## config.mk

```make
export PLATFORM = sky130hd
export DESIGN_NAME = chan_fifo_cksum
export DESIGN_NICKNAME = d
export VERILOG_FILES = /design/src/rtl/chan_fifo_pkg.sv /design/src/rtl/sync_fifo.sv /design/src/rtl/chan_fifo_cksum.sv
export SDC_FILE = /design/constraint.sdc
export NUM_CORES = 1
export LEC_CHECK = 0
export ABC_AREA = 1
export CAP_MARGIN = 20
export CORE_ASPECT_RATIO = 0.7
export CORE_UTILIZATION = 35
export CTS_BUF_LIST = sky130_fd_sc_hd__clkbuf_16
export CTS_CLUSTER_DIAMETER = 80
export DETAILED_ROUTE_END_ITERATION = 7
export SETUP_SLACK_MARGIN = 0.15
export SYNTH_ARGS = -nofsm -noshare
export SYNTH_HDL_FRONTEND = slang
export SYNTH_SLANG_ARGS = --single-unit
```

## constraint.sdc

```tcl
create_clock -name clk_in -period 2.1 [get_ports clk_in]
set_input_delay 0.42 -clock clk_in [delete_from_list [all_inputs] [get_ports clk_in]]
set_output_delay 0.42 -clock clk_in [all_outputs]
set_load 0.02 [all_outputs]
```

## src/rtl/chan_fifo_pkg.sv

```systemverilog
// Shared constants for the comm_fpga_epp channel consumer.
//   Channel addresses, control-byte bit indices, status-byte layout, and a
//   helper that packs the status byte.
package chan_fifo_pkg;

    localparam int unsigned CHAN_W = 7;

    localparam logic [CHAN_W-1:0] CHAN_DATA = 7'd0;
    localparam logic [CHAN_W-1:0] CHAN_CTRL = 7'd1;
    localparam logic [CHAN_W-1:0] CHAN_CKLO = 7'd2;
    localparam logic [CHAN_W-1:0] CHAN_CKHI = 7'd3;

    // Control-byte bit indices
    localparam int unsigned CTRL_CLR_CKSUM = 0;
    localparam int unsigned CTRL_FLUSH     = 1;

    // Status-byte layout: {full, empty, count[5:0]}
    localparam int unsigned STAT_FULL    = 7;
    localparam int unsigned STAT_EMPTY   = 6;
    localparam int unsigned STAT_COUNT_W = 6;

    function automatic logic [7:0] make_status(
        input logic                    full,
        input logic                    empty,
        input logic [STAT_COUNT_W-1:0] count
    );
        logic [7:0] s;
        s                     = '0;
        s[STAT_FULL]          = full;
        s[STAT_EMPTY]         = empty;
        s[STAT_COUNT_W-1:0]   = count;
        return s;
    endfunction

endpackage

```

## src/rtl/sync_fifo.sv

```systemverilog
// Byte FIFO with first-word-fall-through output and synchronous flush.
//   clk, rst          clock, synchronous active-high reset
//   push, din         write a byte (ignored when full)
//   pop               drop the head byte (ignored when empty)
//   flush             discard all contents
//   dout              head byte, 8'h00 when empty
//   count/full/empty  occupancy, derived from registered state only
module sync_fifo #(
    parameter int unsigned DEPTH_LOG2 = 4
) (
    input  logic                  clk,
    input  logic                  rst,
    input  logic                  push,
    input  logic                  pop,
    input  logic                  flush,
    input  logic [7:0]            din,
    output logic [7:0]            dout,
    output logic [DEPTH_LOG2:0]   count,
    output logic                  full,
    output logic                  empty
);

    localparam int unsigned DEPTH = 2 ** DEPTH_LOG2;
    localparam logic [DEPTH_LOG2:0]   CNT_ONE   = {{DEPTH_LOG2{1'b0}}, 1'b1};
    localparam logic [DEPTH_LOG2:0]   CNT_FULL  = {1'b1, {DEPTH_LOG2{1'b0}}};
    localparam logic [DEPTH_LOG2-1:0] PTR_ONE   = {{(DEPTH_LOG2-1){1'b0}}, 1'b1};

    logic [7:0]            mem [DEPTH];
    logic [DEPTH_LOG2-1:0] wr_ptr;
    logic [DEPTH_LOG2-1:0] rd_ptr;
    logic                  push_ok;
    logic                  pop_ok;

    assign full    = (count == CNT_FULL);
    assign empty   = (count == '0);
    assign push_ok = push & ~full;
    assign pop_ok  = pop & ~empty;
    assign dout    = empty ? 8'h00 : mem[rd_ptr];

    // Pointers wrap naturally at DEPTH since they are exactly DEPTH_LOG2 bits
    always_ff @(posedge clk) begin
        if (rst) begin
            wr_ptr <= '0;
            rd_ptr <= '0;
            count  <= '0;
        end else if (flush) begin
            wr_ptr <= '0;
            rd_ptr <= '0;
            count  <= '0;
        end else begin
            if (push_ok) wr_ptr <= wr_ptr + PTR_ONE;
            if (pop_ok)  rd_ptr <= rd_ptr + PTR_ONE;
            case ({push_ok, pop_ok})
                2'b10:   count <= count + CNT_ONE;
                2'b01:   count <= count - CNT_ONE;
                default: count <= count;
            endcase
        end
    end

    // Storage array carries no reset; validity is tracked by count
    always_ff @(posedge clk) begin
        if (push_ok) mem[wr_ptr] <= din;
    end

endmodule

```

## src/rtl/chan_fifo_cksum.sv

```systemverilog
// Channel-side consumer for comm_fpga_epp.
//   Data channel writes push into a byte FIFO and add into a 16-bit running
//   checksum; data channel reads drain the FIFO. The control channel clears
//   the checksum and/or flushes the FIFO, and reads back a status byte.
//   clk_in, reset_in              clock, synchronous active-high reset
//   chanAddr_in                   channel selected by the EPP core
//   h2fData_in/Valid_in/Ready_out host->FPGA byte handshake
//   f2hData_out/Valid_out/Ready_in FPGA->host byte handshake (data is combinational)
//   checksum_out                  running checksum (feeds seven_seg)
//   count_out/full_out/empty_out  FIFO occupancy
module chan_fifo_cksum
    import chan_fifo_pkg::*;
#(
    parameter int unsigned DEPTH_LOG2 = 4
) (
    input  logic                  clk_in,
    input  logic                  reset_in,
    input  logic [6:0]            chanAddr_in,
    input  logic [7:0]            h2fData_in,
    input  logic                  h2fValid_in,
    output logic                  h2fReady_out,
    output logic [7:0]            f2hData_out,
    output logic                  f2hValid_out,
    input  logic                  f2hReady_in,
    output logic [15:0]           checksum_out,
    output logic [DEPTH_LOG2:0]   count_out,
    output logic                  full_out,
    output logic                  empty_out
);

    logic        is_data;
    logic        is_ctrl;
    logic        wr_xfer;
    logic        rd_xfer;
    logic        push;
    logic        pop;
    logic        ctrl_wr;
    logic        flush;
    logic        clr_cksum;
    logic [7:0]  fifo_dout;
    logic [15:0] checksum;

    assign is_data = (chanAddr_in == CHAN_DATA);
    assign is_ctrl = (chanAddr_in == CHAN_CTRL);

    // Only the data channel can stall; everything else is always ready/valid
    assign h2fReady_out = is_data ? ~full_out  : 1'b1;
    assign f2hValid_out = is_data ? ~empty_out : 1'b1;

    assign wr_xfer   = h2fValid_in & h2fReady_out;
    assign rd_xfer   = f2hValid_out & f2hReady_in;
    assign push      = wr_xfer & is_data;
    assign pop       = rd_xfer & is_data;
    assign ctrl_wr   = wr_xfer & is_ctrl;
    assign flush     = ctrl_wr & h2fData_in[CTRL_FLUSH];
    assign clr_cksum = ctrl_wr & h2fData_in[CTRL_CLR_CKSUM];

    sync_fifo #(
        .DEPTH_LOG2(DEPTH_LOG2)
    ) u_fifo (
        .clk   (clk_in),
        .rst   (reset_in),
        .push  (push),
        .pop   (pop),
        .flush (flush),
        .din   (h2fData_in),
        .dout  (fifo_dout),
        .count (count_out),
        .full  (full_out),
        .empty (empty_out)
    );

    // Running checksum, wraps modulo 2**16
    always_ff @(posedge clk_in) begin
        if (reset_in) begin
            checksum <= '0;
        end else if (clr_cksum) begin
            checksum <= '0;
        end else if (push) begin
            checksum <= checksum + {8'h00, h2fData_in};
        end
    end

    assign checksum_out = checksum;

    // Read-back mux; reads other than the data channel have no side effects
    always_comb begin
        f2hData_out = 8'h00;
        case (chanAddr_in)
            CHAN_DATA: f2hData_out = fifo_dout;
            CHAN_CTRL: f2hData_out = make_status(full_out, empty_out,
                                                 STAT_COUNT_W'(count_out));
            CHAN_CKLO: f2hData_out = checksum[7:0];
            CHAN_CKHI: f2hData_out = checksum[15:8];
            default:   f2hData_out = 8'h00;
        endcase
    end

endmodule

```

* Word level (Yosys, flattened, before mapping)
Memories as Yosys holds them, arrays and structs flattened. A register that Yosys moved wholly into a read port is not among the register bits.
Cells that the tools add are included.
** Storage, ports and cells
- Register bits :: 29
- Bits in writable memories :: 128
- Bits of input ports :: 19
- Output and inout bits :: 33
- Logic and storage cells :: 41
- Memories :: 1
** Cells by class
- Add/subtract/negate cells :: 5
- Equal/unequal tests :: 6
- Mux-type cells :: 9
- Bitwise operators :: 11
- Reduce and logical (&&, ||, !) cells :: 5
** Memory list
- u_fifo.mem :: words 16, width 8, read ports 1, clocked after memory_dff 1, wr ports 1, line sync_fifo.sv:28 : logic [7:0] mem [DEPTH];
** Operators with widths (count)
- 8-bit case mux with 4 select lines :: 1
- 16-bit by 8-bit adder with 16-bit output :: 1
- 7-bit by 2-bit equality test with 1-bit output (second input constant) :: 2
- 5-bit case mux with 2 select lines :: 1
- 1-bit AND :: 9
- 4-bit by 1-bit adder with 4-bit output (second input constant) :: 2
- 4-bit 2-to-1 mux :: 2
- 8-bit 2-to-1 mux :: 1
- 7-bit by 1-bit equality test with 1-bit output (second input constant) :: 1
- 7-bit logical NOT :: 1
- 5-bit by 1-bit adder with 5-bit output (second input constant) :: 1
- 5-bit equality test (second input constant) :: 1
- 5-bit logical NOT :: 1
- 5-bit by 1-bit subtractor with 5-bit output (second input constant) :: 1
- 1-bit 2-to-1 mux :: 4
- 2-bit OR reduction :: 2
- 2-bit by 1-bit equality test with 1-bit output (second input constant) :: 1
- 2-bit equality test (second input constant) :: 1
- 1-bit inverter :: 2
- 2-bit nonzero test :: 1

* Logic depth before layout (Yosys ltp)
Gate-level depths: netlist of the first run.
- Depth in word-level cells :: 8
- Mapped depth :: 16
- Mapped depth without buffers :: 16

* Hierarchy
From an unflattened synthesis of the first run, not the netlist that was laid out.
** Second synthesis, totals
- Cells, all modules :: 747
- Area, all modules :: 7512.2 um^2
** Modules (own cells, without submodules)
- sync_fifo :: instances 1, cells each 482, area each 5960.7 um^2, seq. area each 4184.0 um^2
- chan_fifo_cksum :: instances 1, cells each 265, area each 1551.5 um^2, seq. area each 320.3 um^2

* Worst setup path after synthesis of the first run
No wires, ideal clock.
- Path kind :: input to register
- From :: input chanAddr_in[5]
- To :: register u_fifo.count[4]
- Setup time :: 109 ps
- Data arrival time :: 2035 ps
- Data required time :: 1991 ps
- Setup slack :: -44 ps
- Stages on the path :: 16
- Buffers on the path :: 1
- Cells stage by stage :: nor2_2 > nand2_2 > nor2_8 > nand3_4 > buf_6 > ha_1 > xor2_1 > ha_1 > inv_1 > nand2_1 > nand2_1 > nand2_1 > nand2_1 > nand3_1 > nand2_1 > inv_1
** On the way
- Cells in the longest elaborated chain, start to end :: 7
- Elaborated cells between the ends (all ways) :: 17
- Classes of those cells :: eq/ne (3); mux (3); bitwise (8); reduce/logical (3)
** RTL lines
- from (decl) :: line chan_fifo_cksum.sv:18 : input logic [6:0] chanAddr_in,
- 7-bit logical NOT :: line chan_fifo_cksum.sv:43 : assign is_data = (chanAddr_in == CHAN_DATA);
- 1-bit 2-to-1 mux, on equally long branches :: line chan_fifo_cksum.sv:48, chan_fifo_cksum.sv:47
- 1-bit AND, on equally long branches :: line chan_fifo_cksum.sv:51, chan_fifo_cksum.sv:50
- 1-bit AND, on equally long branches :: line chan_fifo_cksum.sv:53, chan_fifo_cksum.sv:52
- 1-bit AND, on equally long branches :: line sync_fifo.sv:37, sync_fifo.sv:36
- 2-bit by 1-bit equality test with 1-bit output / 2-bit equality test (equally long branches) :: line sync_fifo.sv:53 : case ({push_ok, pop_ok})
- 5-bit case mux with 2 select lines / 2-bit nonzero test (equally long branches)
- to (signal assigned) :: line sync_fifo.sv:54 : 2'b10: count <= count + CNT_ONE;
- to (signal assigned) :: line sync_fifo.sv:55 : 2'b01: count <= count - CNT_ONE;
- to (signal assigned) :: line sync_fifo.sv:56 : default: count <= count;
- to (decl) :: line sync_fifo.sv:18 : output logic [DEPTH_LOG2:0] count,
Parallel ways exist; a longest one is shown, timed or not.
A chain may end at the register's enable or synchronous reset.

==> results of run 1 <==
==> repair_timing <==
action | 4_1_cts | 5_1_grt
pin swaps | 48 | 45
endpoints found under the setup margin | 161 | 155
gates cloned | 4 | 0
resized for setup | 187 | 59
setup buffers | 18 | 4
==> cell usage after synthesis (3+ instances only) <==
library cell                  n
sky130_fd_sc_hd__dfxtp_1     33
sky130_fd_sc_hd__o211ai_1    10
sky130_fd_sc_hd__o22ai_1     10
sky130_fd_sc_hd__a21oi_1     29
sky130_fd_sc_hd__inv_2        6
sky130_fd_sc_hd__nor2_2       4
sky130_fd_sc_hd__xor2_1       9
sky130_fd_sc_hd__o221ai_1     9
sky130_fd_sc_hd__nand4_1      8
sky130_fd_sc_hd__buf_1        3
sky130_fd_sc_hd__o2111ai_1    4
sky130_fd_sc_hd__edfxtp_1   128
sky130_fd_sc_hd__clkbuf_1    12
sky130_fd_sc_hd__nand3_1     24
sky130_fd_sc_hd__inv_1       44
sky130_fd_sc_hd__ha_1        16
sky130_fd_sc_hd__nor2_1     130
sky130_fd_sc_hd__o21ai_1     21
sky130_fd_sc_hd__or2_1        3
sky130_fd_sc_hd__nand2_1     89
sky130_fd_sc_hd__buf_2       11
sky130_fd_sc_hd__nand2_2      4
sky130_fd_sc_hd__o21ai_0     70
sky130_fd_sc_hd__o21bai_1     4
==> cell type report <==
class                   count  area, um2  area share (%)
flip-flops and latches    161       4520            44.0
multi-input cells         464       2840            27.7
repair buffers            183       1790            17.5
clock buffers              17        425            4.15
well taps                 270        338            3.29
inverters                  50        198            1.93
clock inverters            15        144            1.40
==> layout by cell type, fill, tap and decap left out, types with 14 or more instances in the layout <==
cell                            count
sky130_fd_sc_hd__edfxtp_1         128
sky130_fd_sc_hd__buf_4             98
sky130_fd_sc_hd__o21ai_0           55
sky130_fd_sc_hd__a21oi_1           29
sky130_fd_sc_hd__inv_1             39
sky130_fd_sc_hd__dfxtp_1           25
sky130_fd_sc_hd__nor2_1           103
sky130_fd_sc_hd__buf_12            14
sky130_fd_sc_hd__nor2_2            22
sky130_fd_sc_hd__nand2_1           78
sky130_fd_sc_hd__o21ai_1           28
sky130_fd_sc_hd__buf_6             27
sky130_fd_sc_hd__nand3_1           18
sky130_fd_sc_hd__dlygate4sd2_1     16
sky130_fd_sc_hd__clkbuf_16         17
==> metal layers <==
metal / GRT usage (%) / vias to the layer above
met5: 0 / -
met4: 6.09 / 0
met3: 4.96 / 22
met2: 28.3 / 230
met1: 32.1 / 2808
li1: - / 2820
==> report_power, final <==
part | leakage [nW] | switching [mW] | internal [mW]
clock network | 0.286 | 1.38 | 1.67
registers | 1.42 | 0.00134 | 3.43
logic | 2.30 | 0.127 | 0.0831
==> cell families after synthesis <==
| kind of cell | count (synthesis) | share of synthesized area [%] |
|---|---|---|
| and+or+nand+nor | 273 | 16.3 |
| AOI/OAI and AO/OA | 164 | 12.9 |
| DFF | 161 | 62.1 |
| buffers and inverters | 78 | 4.38 |
| adders and majority gates | 17 | 3.04 |
| xor gates and xnor gates | 10 | 1.21 |
==> flip-flops by register name, summed over array words and instances, names as in the netlist, named ones only <==
register and cells:
u_fifo.count 5, u_fifo.mem 128, u_fifo.wr_ptr 4, checksum_out 16, u_fifo.rd_ptr 4
==> critical path: stages, from the launching register on <==
cell	delay, ns
sky130_fd_sc_hd__dfxtp_4	0.44
sky130_fd_sc_hd__inv_8	0.07
sky130_fd_sc_hd__buf_12	0.14
sky130_fd_sc_hd__buf_16	0.13
sky130_fd_sc_hd__nor2_4	0.08
sky130_fd_sc_hd__nor2_2	0.05
sky130_fd_sc_hd__o21ai_2	0.08
sky130_fd_sc_hd__o211ai_1	0.13
sky130_fd_sc_hd__o21ai_1	0.11
sky130_fd_sc_hd__nand2_1	0.13
sky130_fd_sc_hd__nand3_1	0.10
sky130_fd_sc_hd__o2111ai_1	0.10
sky130_fd_sc_hd__buf_4	0.17
==> worst paths after layout <==
check	start	to	slack, ns	cells past startpoint
min reg2reg	u_fifo.rd_ptr[3]$_SDFFE_PP0P_	u_fifo.rd_ptr[3]$_SDFFE_PP0P_	0.48	2
max	flip-flop	f2hData_out[2]	-0.50	12
max reg2reg	u_fifo.count[3]$_SDFFE_PP0P_	u_fifo.count[2]$_SDFFE_PP0P_	0.16	13
min	u_fifo.rd_ptr[3]$_SDFFE_PP0P_	u_fifo.rd_ptr[3]$_SDFFE_PP0P_	0.48	2
==> stage by stage <==
stage	setup TNS [ns]	area (um2)	hold slack, ns	setup WS (ns)	utilization, %
2_1_floorplan	0	7300	0.451	0.0734	-
3_3_place_gp	-63.78	8950	0.462	-0.618	44.6
3_5_place_dp	-68.61	8950	0.476	-0.664	44.6
4_1_cts	-3.60	10000	0.484	-0.474	50.1
5_1_grt	-4.51	10300	0.502	-0.616	51.1
6_report	-3.65	10300	0.481	-0.501	51.1
==> impl_metrics.env, run 1 <==
export IMPL_synth_nets=739
export IMPL_count_of_flip_flops_with_a_built_in_enable_after_synthesis=128
export IMPL_place_detailed_instances=1102
export IMPL_achievable_frequency_mhz=385
export IMPL_post_synth_cell_area_avg_um2=10.3
export IMPL_vdd_ir_drop_worst_v=0.000552
export IMPL_routed_wirelength_um=21400
export IMPL_ctsHtreeMaxLevel=4
export IMPL_final_fill_count=1748
export IMPL_wl_met1_um=10500
export IMPL_buffer_ports_inserted=51
export IMPL_std_cell_rows=43
export IMPL_ys_warnings_count=0
export IMPL_timing_final_max_slew_violations=0
export IMPL_crit_type="reg -> out"
export IMPL_die_area_um2=21300
export IMPL_ant_nets=0
export IMPL_synth_seq_cells=161
export IMPL_static_leakage_power_nw=4.00
export IMPL_slew_headroom_pct=74.5
export IMPL_cts_root_buffer_cell="sky130_fd_sc_hd__clkbuf_16"
export IMPL_worst_slack_setup_final_ns=-0.501
export IMPL_timing_critical_path_required_ns=1.68
export IMPL_cap_viol_max_count=0
export IMPL_die_y_extent_um=122
export IMPL_ys_dominant_reg_cell="sky130_fd_sc_hd__edfxtp_1"
export IMPL_syn2layout_area_growth_pct=41.5
export IMPL_postCtsHoldBufs=0
export IMPL_yosysSeqAreaShare_pct=62.1
export IMPL_globalRouteOverflowTotal=0
export IMPL_num_antenna_cells=0
export IMPL_synth_distinct_cells=41
export IMPL_synth_top_area_share_pct=53.0
export IMPL_synth_area_leaders="sky130_fd_sc_hd__edfxtp_1 (53%), sky130_fd_sc_hd__dfxtp_1 (9.1%), sky130_fd_sc_hd__nor2_1 (6.7%)"
export IMPL_insertion_delay_ns=0.44
export IMPL_via_per_inst=5.07
export IMPL_post_route_period_util_pct=124
export IMPL_ctsLongestPathBuffers=2
export IMPL_syn_cell_area_um2=7250
export IMPL_tritoncts="built"
export IMPL_final_setup_viol_count=8
export IMPL_dieWidth_um=174
export IMPL_post_cts_clock_slew_at_the_launch_and_capture_registers_of_the_worst_setup_and_hold_paths_ns=0.07
export IMPL_worst_path_max_fanout=5
export IMPL_synth_area_leader_cell="sky130_fd_sc_hd__edfxtp_1"
export IMPL_num_nets_final=913
export IMPL_dr_wl_met2_um=8810
export IMPL_hold_viol_final=0
export IMPL_run_status="complete, but fails checks"
export IMPL_routabilityCongestion=0.884
export IMPL_grt_antenna_before_repair=0
export IMPL_groute_usage_overall_pct=20.8
export IMPL_timing_worst_slew_pin_value_ns=0.380
export IMPL_async_reset_ff_share_pct=0
export IMPL_drt_iter0_markers=656
export IMPL_critPathCaptureType="output pin"
export IMPL_cts_buffers_inserted=17
export IMPL_met3_length_um=1830
export IMPL_power_per_cell_area_nw_per_um2=653
export IMPL_grt_max_degree=18
export IMPL_route_vias_total=5880
export IMPL_grt_pass1_vias=5415
export IMPL_setup_worst_path_start_class="flip-flop"
export IMPL_clock_skew_final_ns=0.0104
export IMPL_starting_density_of_the_core_pct=36.1
export IMPL_finalNonFillerCells=1160
export IMPL_netlist_instances=703
export IMPL_coreArea_um2=20100
export IMPL_drcViolationCount=0
export IMPL_failing_checks="setup timing"
export IMPL_rsz0062_at_grt="true"
export IMPL_maxUsedRoutingLayer="met4"
export IMPL_drive_gt1_share_pct=32.6
export IMPL_firstDrtPassIters=5
export IMPL_wire_length_of_the_first_global_routing_pass_um=32000
export IMPL_routedWlPerCell_um=18.5
export IMPL_p_total_mw=6.70
export IMPL_dpl_hpwl_um=14700
export IMPL_clock_sinks=161
export IMPL_arrival_ns=2.18
export IMPL_io_pin_count=52
export IMPL_hold_path_class="reg -> reg"
export IMPL_fin_crit_ns=2.60
Note: power is estimated with default switching activity, not from simulation.
==> run 2: changes to the inputs <==
--- a/config.mk
+++ b/config.mk
@@ -12,6 +12,7 @@
 export CTS_BUF_LIST = sky130_fd_sc_hd__clkbuf_16
 export CTS_CLUSTER_DIAMETER = 80
 export DETAILED_ROUTE_END_ITERATION = 7
+export PLACE_DENSITY = 0.54
 export SETUP_SLACK_MARGIN = 0.15
 export SYNTH_ARGS = -nofsm -noshare
 export SYNTH_HDL_FRONTEND = slang
==> constraint.sdc (replaced) <==
create_clock -name clk_in -period 2.7 [get_ports clk_in]
set_input_delay 0.54 -clock clk_in [delete_from_list [all_inputs] [get_ports clk_in]]
set_output_delay 0.54 -clock clk_in [all_outputs]
set_load 0.02 [all_outputs]
==> impl_metrics.env, run 2 (same netlist as run 1, synthesis figures left out) <==
export IMPL_setup_worst_path_start_class="flip-flop"
export IMPL_critPathCaptureType="output pin"
export IMPL_vdd_ir_drop_worst_v=0.000380
export IMPL_worst_slack_setup_final_ns=0.0598
export IMPL_die_y_extent_um=122
export IMPL_insertion_delay_ns=0.42
export IMPL_groute_usage_overall_pct=20.3
export IMPL_place_detailed_instances=1078
export IMPL_starting_density_of_the_core_pct=36.1
export IMPL_worstReg2RegStart="u_fifo.count[4]$_SDFFE_PP0P_"
export IMPL_preCtsSetupSlack_ns=-0.345
export IMPL_critical_path_top_delay_family="buffers and inverters"
export IMPL_r2r_end="u_fifo.count[4]$_SDFFE_PP0P_"
export IMPL_die_area_um2=21300
export IMPL_via_per_inst=5.11
export IMPL_dpl_hpwl_um=14600
export IMPL_cts_root_buffer_cell="sky130_fd_sc_hd__clkbuf_16"
export IMPL_route_vias_total=5712
export IMPL_largest_register="u_fifo.mem"
export IMPL_syn2layout_area_growth_pct=33.8
export IMPL_worst_path_buf_inv=4
export IMPL_ctsLongestPathBuffers=2
export IMPL_final_setup_viol_count=0
export IMPL_tritoncts="built"
export IMPL_finalNonFillerCells=1118
export IMPL_crit_end="f2hData_out[6]"
export IMPL_crit_type="reg -> out"
export IMPL_slew_headroom_pct=76.2
export IMPL_cts_buffers_inserted=17
export IMPL_final_fill_count=1813
export IMPL_post_cts_clock_slew_at_the_launch_and_capture_registers_of_the_worst_setup_and_hold_paths_ns=0.06
export IMPL_largest_register_ffs=128
export IMPL_coreArea_um2=20100
export IMPL_final_cell_mix="sky130_fd_sc_hd__edfxtp_1 (128), sky130_fd_sc_hd__nor2_1 (117), sky130_fd_sc_hd__nand2_1 (84)"
export IMPL_std_cell_rows=43
export IMPL_num_nets_final=873
export IMPL_routabilityCongestion=0.919
export IMPL_worstPathCellList="inv_8 -> buf_12 -> clkbuf_16 -> o21ai_4 -> o22ai_2 -> o211ai_1 -> nand2_2 -> nand2_1 -> nand4_1 -> buf_6"
export IMPL_clock_sinks=161
export IMPL_stdcell_area_um2=9700
export IMPL_timing_critical_path_slowest_stage_cell="sky130_fd_sc_hd__dfxtp_4"
export IMPL_ctsHtreeMaxLevel=4
export IMPL_hold_viol_final=0
export IMPL_critical_path_depth=10
export IMPL_worst_path_max_fanout=6
export IMPL_run_status="completed"
export IMPL_postCtsHoldBufs=0
export IMPL_num_antenna_cells=0
export IMPL_cpPeakStageDelay_ns=0.41
export IMPL_globalRouteOverflowTotal=0
export IMPL_timing_critical_path_required_ns=2.16
export IMPL_buffer_ports_inserted=51
export IMPL_io_pin_count=52
export IMPL_grt_antenna_before_repair=0
export IMPL_hold_path_class="reg -> reg"
export IMPL_clock_skew_final_ns=0.00735
export IMPL_layout_cells_most_common="sky130_fd_sc_hd__edfxtp_1"
export IMPL_ant_nets=0
export IMPL_routedWlPerCell_um=19.0
export IMPL_post_route_period_util_pct=97.8
export IMPL_drt_iter0_markers=537
export IMPL_routed_wirelength_um=21300
export IMPL_setup_reg_to_reg_worst_slack_ns=0.53
export IMPL_grt_pass1_vias=5364
export IMPL_rsz0062_at_grt="true"
export IMPL_drcViolationCount=0
export IMPL_dieWidth_um=174
export IMPL_static_leakage_power_nw=3.58
export IMPL_timing_worst_slew_pin_value_ns=0.357
export IMPL_worst_r2r_cell_count=15
export IMPL_placedInstanceArea_um2=8640
export IMPL_grt_max_degree=18
export IMPL_cap_viol_max_count=0
export IMPL_timing_final_max_slew_violations=0
export IMPL_wire_length_of_the_first_global_routing_pass_um=31600
export IMPL_drive_gt1_share_pct=24.1
export IMPL_power_per_cell_area_nw_per_um2=530
export IMPL_firstDrtPassIters=5
export IMPL_fin_crit_ns=2.64
export IMPL_arrival_ns=2.10
export IMPL_achievable_frequency_mhz=379
run 2: cell types whose count changed in the layout (fill, tap and decap cells not counted), moves of 8 or more:
| cell | delta |
|---|---|
| sky130_fd_sc_hd__dlygate4sd2_1 | -14 |
| sky130_fd_sc_hd__nor2_2 | -9 |
| sky130_fd_sc_hd__o21ai_0 | -15 |
| sky130_fd_sc_hd__buf_12 | -8 |
| sky130_fd_sc_hd__nor2_1 | +14 |
| sky130_fd_sc_hd__buf_6 | -19 |
| sky130_fd_sc_hd__clkdlybuf4s50_1 | +32 |
| sky130_fd_sc_hd__buf_4 | -21 |
| sky130_fd_sc_hd__o21ai_1 | +11 |
run 2: worst min-delay path by stage:
| stage | startpoint | endpoint | slack (ns) | cells past startpoint |
|---|---|---|---|---|
| after floorplan | u_fifo.rd_ptr[3]$_SDFFE_PP0P_ | flip-flop | 0.45 | 2 |
| after global placement | u_fifo.rd_ptr[3]$_SDFFE_PP0P_ | u_fifo.rd_ptr[3]$_SDFFE_PP0P_ | 0.46 | 2 |
| after detailed placement | u_fifo.rd_ptr[3]$_SDFFE_PP0P_ | u_fifo.rd_ptr[3]$_SDFFE_PP0P_ | 0.47 | 2 |
| after CTS | u_fifo.rd_ptr[3]$_SDFFE_PP0P_ | u_fifo.rd_ptr[3]$_SDFFE_PP0P_ | 0.48 | 2 |
| after global routing | u_fifo.rd_ptr[3]$_SDFFE_PP0P_ | u_fifo.rd_ptr[3]$_SDFFE_PP0P_ | 0.52 | 2 |
| final | u_fifo.rd_ptr[3]$_SDFFE_PP0P_ | u_fifo.rd_ptr[3]$_SDFFE_PP0P_ | 0.48 | 2 |
run 2: through the flow:
| stage | total power [mW] | hold slack (ns) | utilization [%] | setup TNS [ns] |
|---|---|---|---|---|
| floorplan | 2.77 | 0.451 | - | 0 |
| global placement | 2.86 | 0.462 | 43.0 | -2.41 |
| detailed placement | 2.86 | 0.473 | 43.0 | -3.08 |
| CTS | 5.16 | 0.482 | 47.4 | 0 |
| global route | 5.29 | 0.521 | 48.3 | -0.0766 |
| finish | 5.14 | 0.485 | 48.3 | 0 |
run 2: tightest hold or removal path, stage by stage, from the launching register on:
cell	delay, ns
sky130_fd_sc_hd__dfxtp_1	0.30
sky130_fd_sc_hd__inv_1	0.08
sky130_fd_sc_hd__a21oi_1	0.06
run 2: report_power, final:
| part | internal [mW] | switching, mW |
|---|---|---|
| Sequential | 2.67 | 0.000992 |
| Clock | 1.35 | 0.976 |
| Combinational | 0.0530 | 0.0849 |
| Total | 4.08 | 1.06 |
run 2: area by class of cell:
cell class | count | area, um2 | share of cell area (%)
Tap cell | 270 | 338 | 3.48
Multi-Input combinational cell | 464 | 2660 | 27.4
Clock inverter | 13 | 141 | 1.46
Clock buffer | 17 | 425 | 4.39
Timing Repair Buffer | 143 | 1420 | 14.7
Inverter | 50 | 200 | 2.06
Sequential cell | 161 | 4510 | 46.5
run 2: routing by layer:
metal  track usage [%]  share of wire, %  vias to the layer above
met3              4.83               6.4                       19
met5                 0                 0                        -
met1              30.1                50                     2774
met2              29.6                42                      176
met4              5.48               1.2                        0
li1                  -                 -                     2743
run 2: repair_timing:
action / CTS / global route
setup endpoints to repair: 10 / 10
buffers inserted: 4 / 0
pin swaps: 18 / 14
gates cloned: 4 / 2
gates resized for setup: 110 / 45
==> run 3: changes to the inputs <==
--- a/config.mk
+++ b/config.mk
@@ -7,9 +7,9 @@
 export LEC_CHECK = 0
 export ABC_AREA = 1
 export CAP_MARGIN = 20
-export CORE_ASPECT_RATIO = 0.7
+export CORE_ASPECT_RATIO = 0.8
 export CORE_UTILIZATION = 35
-export CTS_BUF_LIST = sky130_fd_sc_hd__clkbuf_16
+export CTS_BUF_LIST = sky130_fd_sc_hd__clkbuf_8
 export CTS_CLUSTER_DIAMETER = 80
 export DETAILED_ROUTE_END_ITERATION = 7
 export PLACE_DENSITY = 0.54
==> impl_metrics.env, run 3 (same netlist as run 1, synthesis figures left out) <==
export IMPL_arrival_ns=2.13
export IMPL_hold_path_class="reg -> reg"
export IMPL_dieWidth_um=163
export IMPL_r2r_end="u_fifo.count[4]$_SDFFE_PP0P_"
export IMPL_stdcell_area_um2=9320
export IMPL_setup_reg_to_reg_worst_slack_ns=0.51
export IMPL_holdPathEnd="u_fifo.rd_ptr[3]$_SDFFE_PP0P_"
export IMPL_drive_gt1_share_pct=21.7
export IMPL_hold_viol_final=0
export IMPL_worstReg2RegStart="u_fifo.count[4]$_SDFFE_PP0P_"
export IMPL_drt_iter0_markers=395
export IMPL_ctsLongestPathBuffers=2
export IMPL_critical_path_top_delay_family="buffers and inverters"
export IMPL_run_status="completed"
export IMPL_die_y_extent_um=131
export IMPL_largest_register="u_fifo.mem"
export IMPL_globalRouteOverflowTotal=0
export IMPL_cap_viol_max_count=0
export IMPL_tritoncts="built"
export IMPL_wire_length_of_the_first_global_routing_pass_um=31100
export IMPL_ctsHtreeMaxLevel=4
export IMPL_worst_path_max_fanout=6
export IMPL_drcViolationCount=0
export IMPL_final_fill_count=1829
export IMPL_power_per_cell_area_nw_per_um2=494
export IMPL_worst_r2r_cell_count=15
export IMPL_via_per_inst=5.10
export IMPL_routedWlPerCell_um=18.5
export IMPL_static_leakage_power_nw=3.42
export IMPL_place_detailed_instances=1064
export IMPL_placedInstanceArea_um2=8590
export IMPL_crit_type="reg -> out"
export IMPL_cts_buffers_inserted=17
export IMPL_groute_usage_overall_pct=20.1
export IMPL_routed_wirelength_um=20400
export IMPL_critPathCaptureType="output pin"
export IMPL_final_cell_mix="sky130_fd_sc_hd__edfxtp_1 (128), sky130_fd_sc_hd__nor2_1 (121), sky130_fd_sc_hd__nand2_1 (83)"
export IMPL_worst_hold_path_num_cells=2
export IMPL_routabilityCongestion=0.919
export IMPL_finalNonFillerCells=1103
export IMPL_std_cell_rows=46
export IMPL_vdd_ir_drop_worst_v=0.000284
export IMPL_grt_antenna_before_repair=0
export IMPL_worst_slack_setup_final_ns=0.0327
export IMPL_setup_worst_path_start_class="flip-flop"
export IMPL_post_cts_clock_slew_at_the_launch_and_capture_registers_of_the_worst_setup_and_hold_paths_ns=0.09
export IMPL_insertion_delay_ns=0.46
export IMPL_syn2layout_area_growth_pct=28.5
export IMPL_timing_worst_slew_pin_value_ns=0.354
export IMPL_worst_path_buf_inv=3
export IMPL_cpPeakStageDelay_ns=0.44
export IMPL_die_area_um2=21300
export IMPL_clock_skew_final_ns=0.0125
export IMPL_timing_critical_path_slowest_stage_cell="sky130_fd_sc_hd__dfxtp_4"
export IMPL_grt_pass1_vias=5376
export IMPL_starting_density_of_the_core_pct=36.1
export IMPL_clock_sinks=161
export IMPL_worstHoldStart="u_fifo.rd_ptr[3]$_SDFFE_PP0P_"
export IMPL_timing_critical_path_required_ns=2.16
export IMPL_p_total_mw=4.60
export IMPL_worstPathCellList="inv_8 -> bufbuf_16 -> nor2_2 -> nor2_1 -> o21ai_0 -> o211ai_1 -> o21ai_1 -> nand2_1 -> nand3_2 -> o2111ai_1 -> buf_4"
export IMPL_timing_final_max_slew_violations=0
export IMPL_firstDrtPassIters=4
export IMPL_route_vias_total=5625
export IMPL_final_setup_viol_count=0
export IMPL_grt_max_degree=29
export IMPL_achievable_frequency_mhz=375
export IMPL_slew_headroom_pct=76.4
export IMPL_rsz0062_at_grt="true"
export IMPL_ant_nets=0
export IMPL_preCtsSetupSlack_ns=-0.333
export IMPL_coreArea_um2=20100
export IMPL_dpl_hpwl_um=14100
export IMPL_fin_crit_ns=2.67
export IMPL_io_pin_count=52
export IMPL_buffer_ports_inserted=51
export IMPL_num_antenna_cells=0
export IMPL_cts_root_buffer_cell="sky130_fd_sc_hd__clkbuf_8"
export IMPL_post_route_period_util_pct=98.8
export IMPL_num_nets_final=862
export IMPL_layout_cells_most_common="sky130_fd_sc_hd__edfxtp_1"
export IMPL_largest_register_ffs=128
run 3: cell type report:
| cell class | count | area [um2] | share of cell area, % |
|---|---|---|---|
| tap | 264 | 330 | 3.54 |
| sequential | 161 | 4510 | 48.4 |
| multi-input combinational | 464 | 2570 | 27.6 |
| timing repair buffer | 132 | 1320 | 14.1 |
| clock inverter | 14 | 150 | 1.61 |
| inverter | 50 | 195 | 2.09 |
| clock buffer | 18 | 248 | 2.66 |
run 3: repair_timing:
action                     in CTS  in global routing
hold endpoints to repair        0                  0
pin swaps                      26                  6
gates cloned                    5                  0
setup buffers                   2                  0
setup endpoints to repair      10                 10
hold buffers                    0                  0
resized for setup              93                 28
run 3: worst reg2reg max path, stage by stage, from the launching register on:
cell and delay (ns):
sky130_fd_sc_hd__dfxtp_1 0.42, sky130_fd_sc_hd__inv_1 0.14, sky130_fd_sc_hd__nand3_1 0.19, sky130_fd_sc_hd__nand2_4 0.06, sky130_fd_sc_hd__buf_4 0.15, sky130_fd_sc_hd__nor2_8 0.09, sky130_fd_sc_hd__ha_2 0.23, sky130_fd_sc_hd__xor2_1 0.20
sky130_fd_sc_hd__ha_1 0.17, sky130_fd_sc_hd__inv_1 0.04, sky130_fd_sc_hd__nand2_1 0.09, sky130_fd_sc_hd__nand2_1 0.08, sky130_fd_sc_hd__nand3_1 0.08, sky130_fd_sc_hd__nand3_1 0.08, sky130_fd_sc_hd__nand2_1 0.06, sky130_fd_sc_hd__inv_1 0.03
run 3: routing by layer:
metal  up-vias  GRT usage, %  wire length, um  part of all wire, %
li1       2729             -                -                    -
met3        20          4.07              848                  4.2
met5         -             0                0                    0
met4         0          5.44              254                  1.2
met2       117          29.6             8920                   44
met1      2759          29.9            10400                   51
run 3: how the worst max path moves through the flow:
stage	startpoint	to	cells past startpoint
2_1_floorplan	chanAddr_in[5]	u_fifo.count[4]$_SDFFE_PP0P_	16
3_3_place_gp	chanAddr_in[3]	f2hData_out[4]	10
3_5_place_dp	chanAddr_in[5]	f2hData_out[2]	9
4_1_cts	flip-flop	f2hData_out[3]	11
5_1_grt	flip-flop	f2hData_out[0]	11
6_report	flip-flop	f2hData_out[0]	11
run 3: power breakdown:
| group | leakage (nW) | switching, mW | total [mW] | internal, mW |
|---|---|---|---|---|
| sequential | 1.42 | 0.000962 | 2.67 | 2.67 |
| combinational | 1.79 | 0.0808 | 0.133 | 0.0527 |
| clock | 0.213 | 0.935 | 1.80 | 0.863 |
run 3: metrics by stage:
stage / TNS (ns) / utilization [%] / hold slack [ns]
2_1_floorplan: 0 / - / 0.451
3_3_place_gp: -2.72 / 42.8 / 0.460
3_5_place_dp: -4.53 / 42.8 / 0.482
4_1_cts: 0 / 46.2 / 0.499
5_1_grt: -0.572 / 46.4 / 0.534
6_report: 0 / 46.4 / 0.495
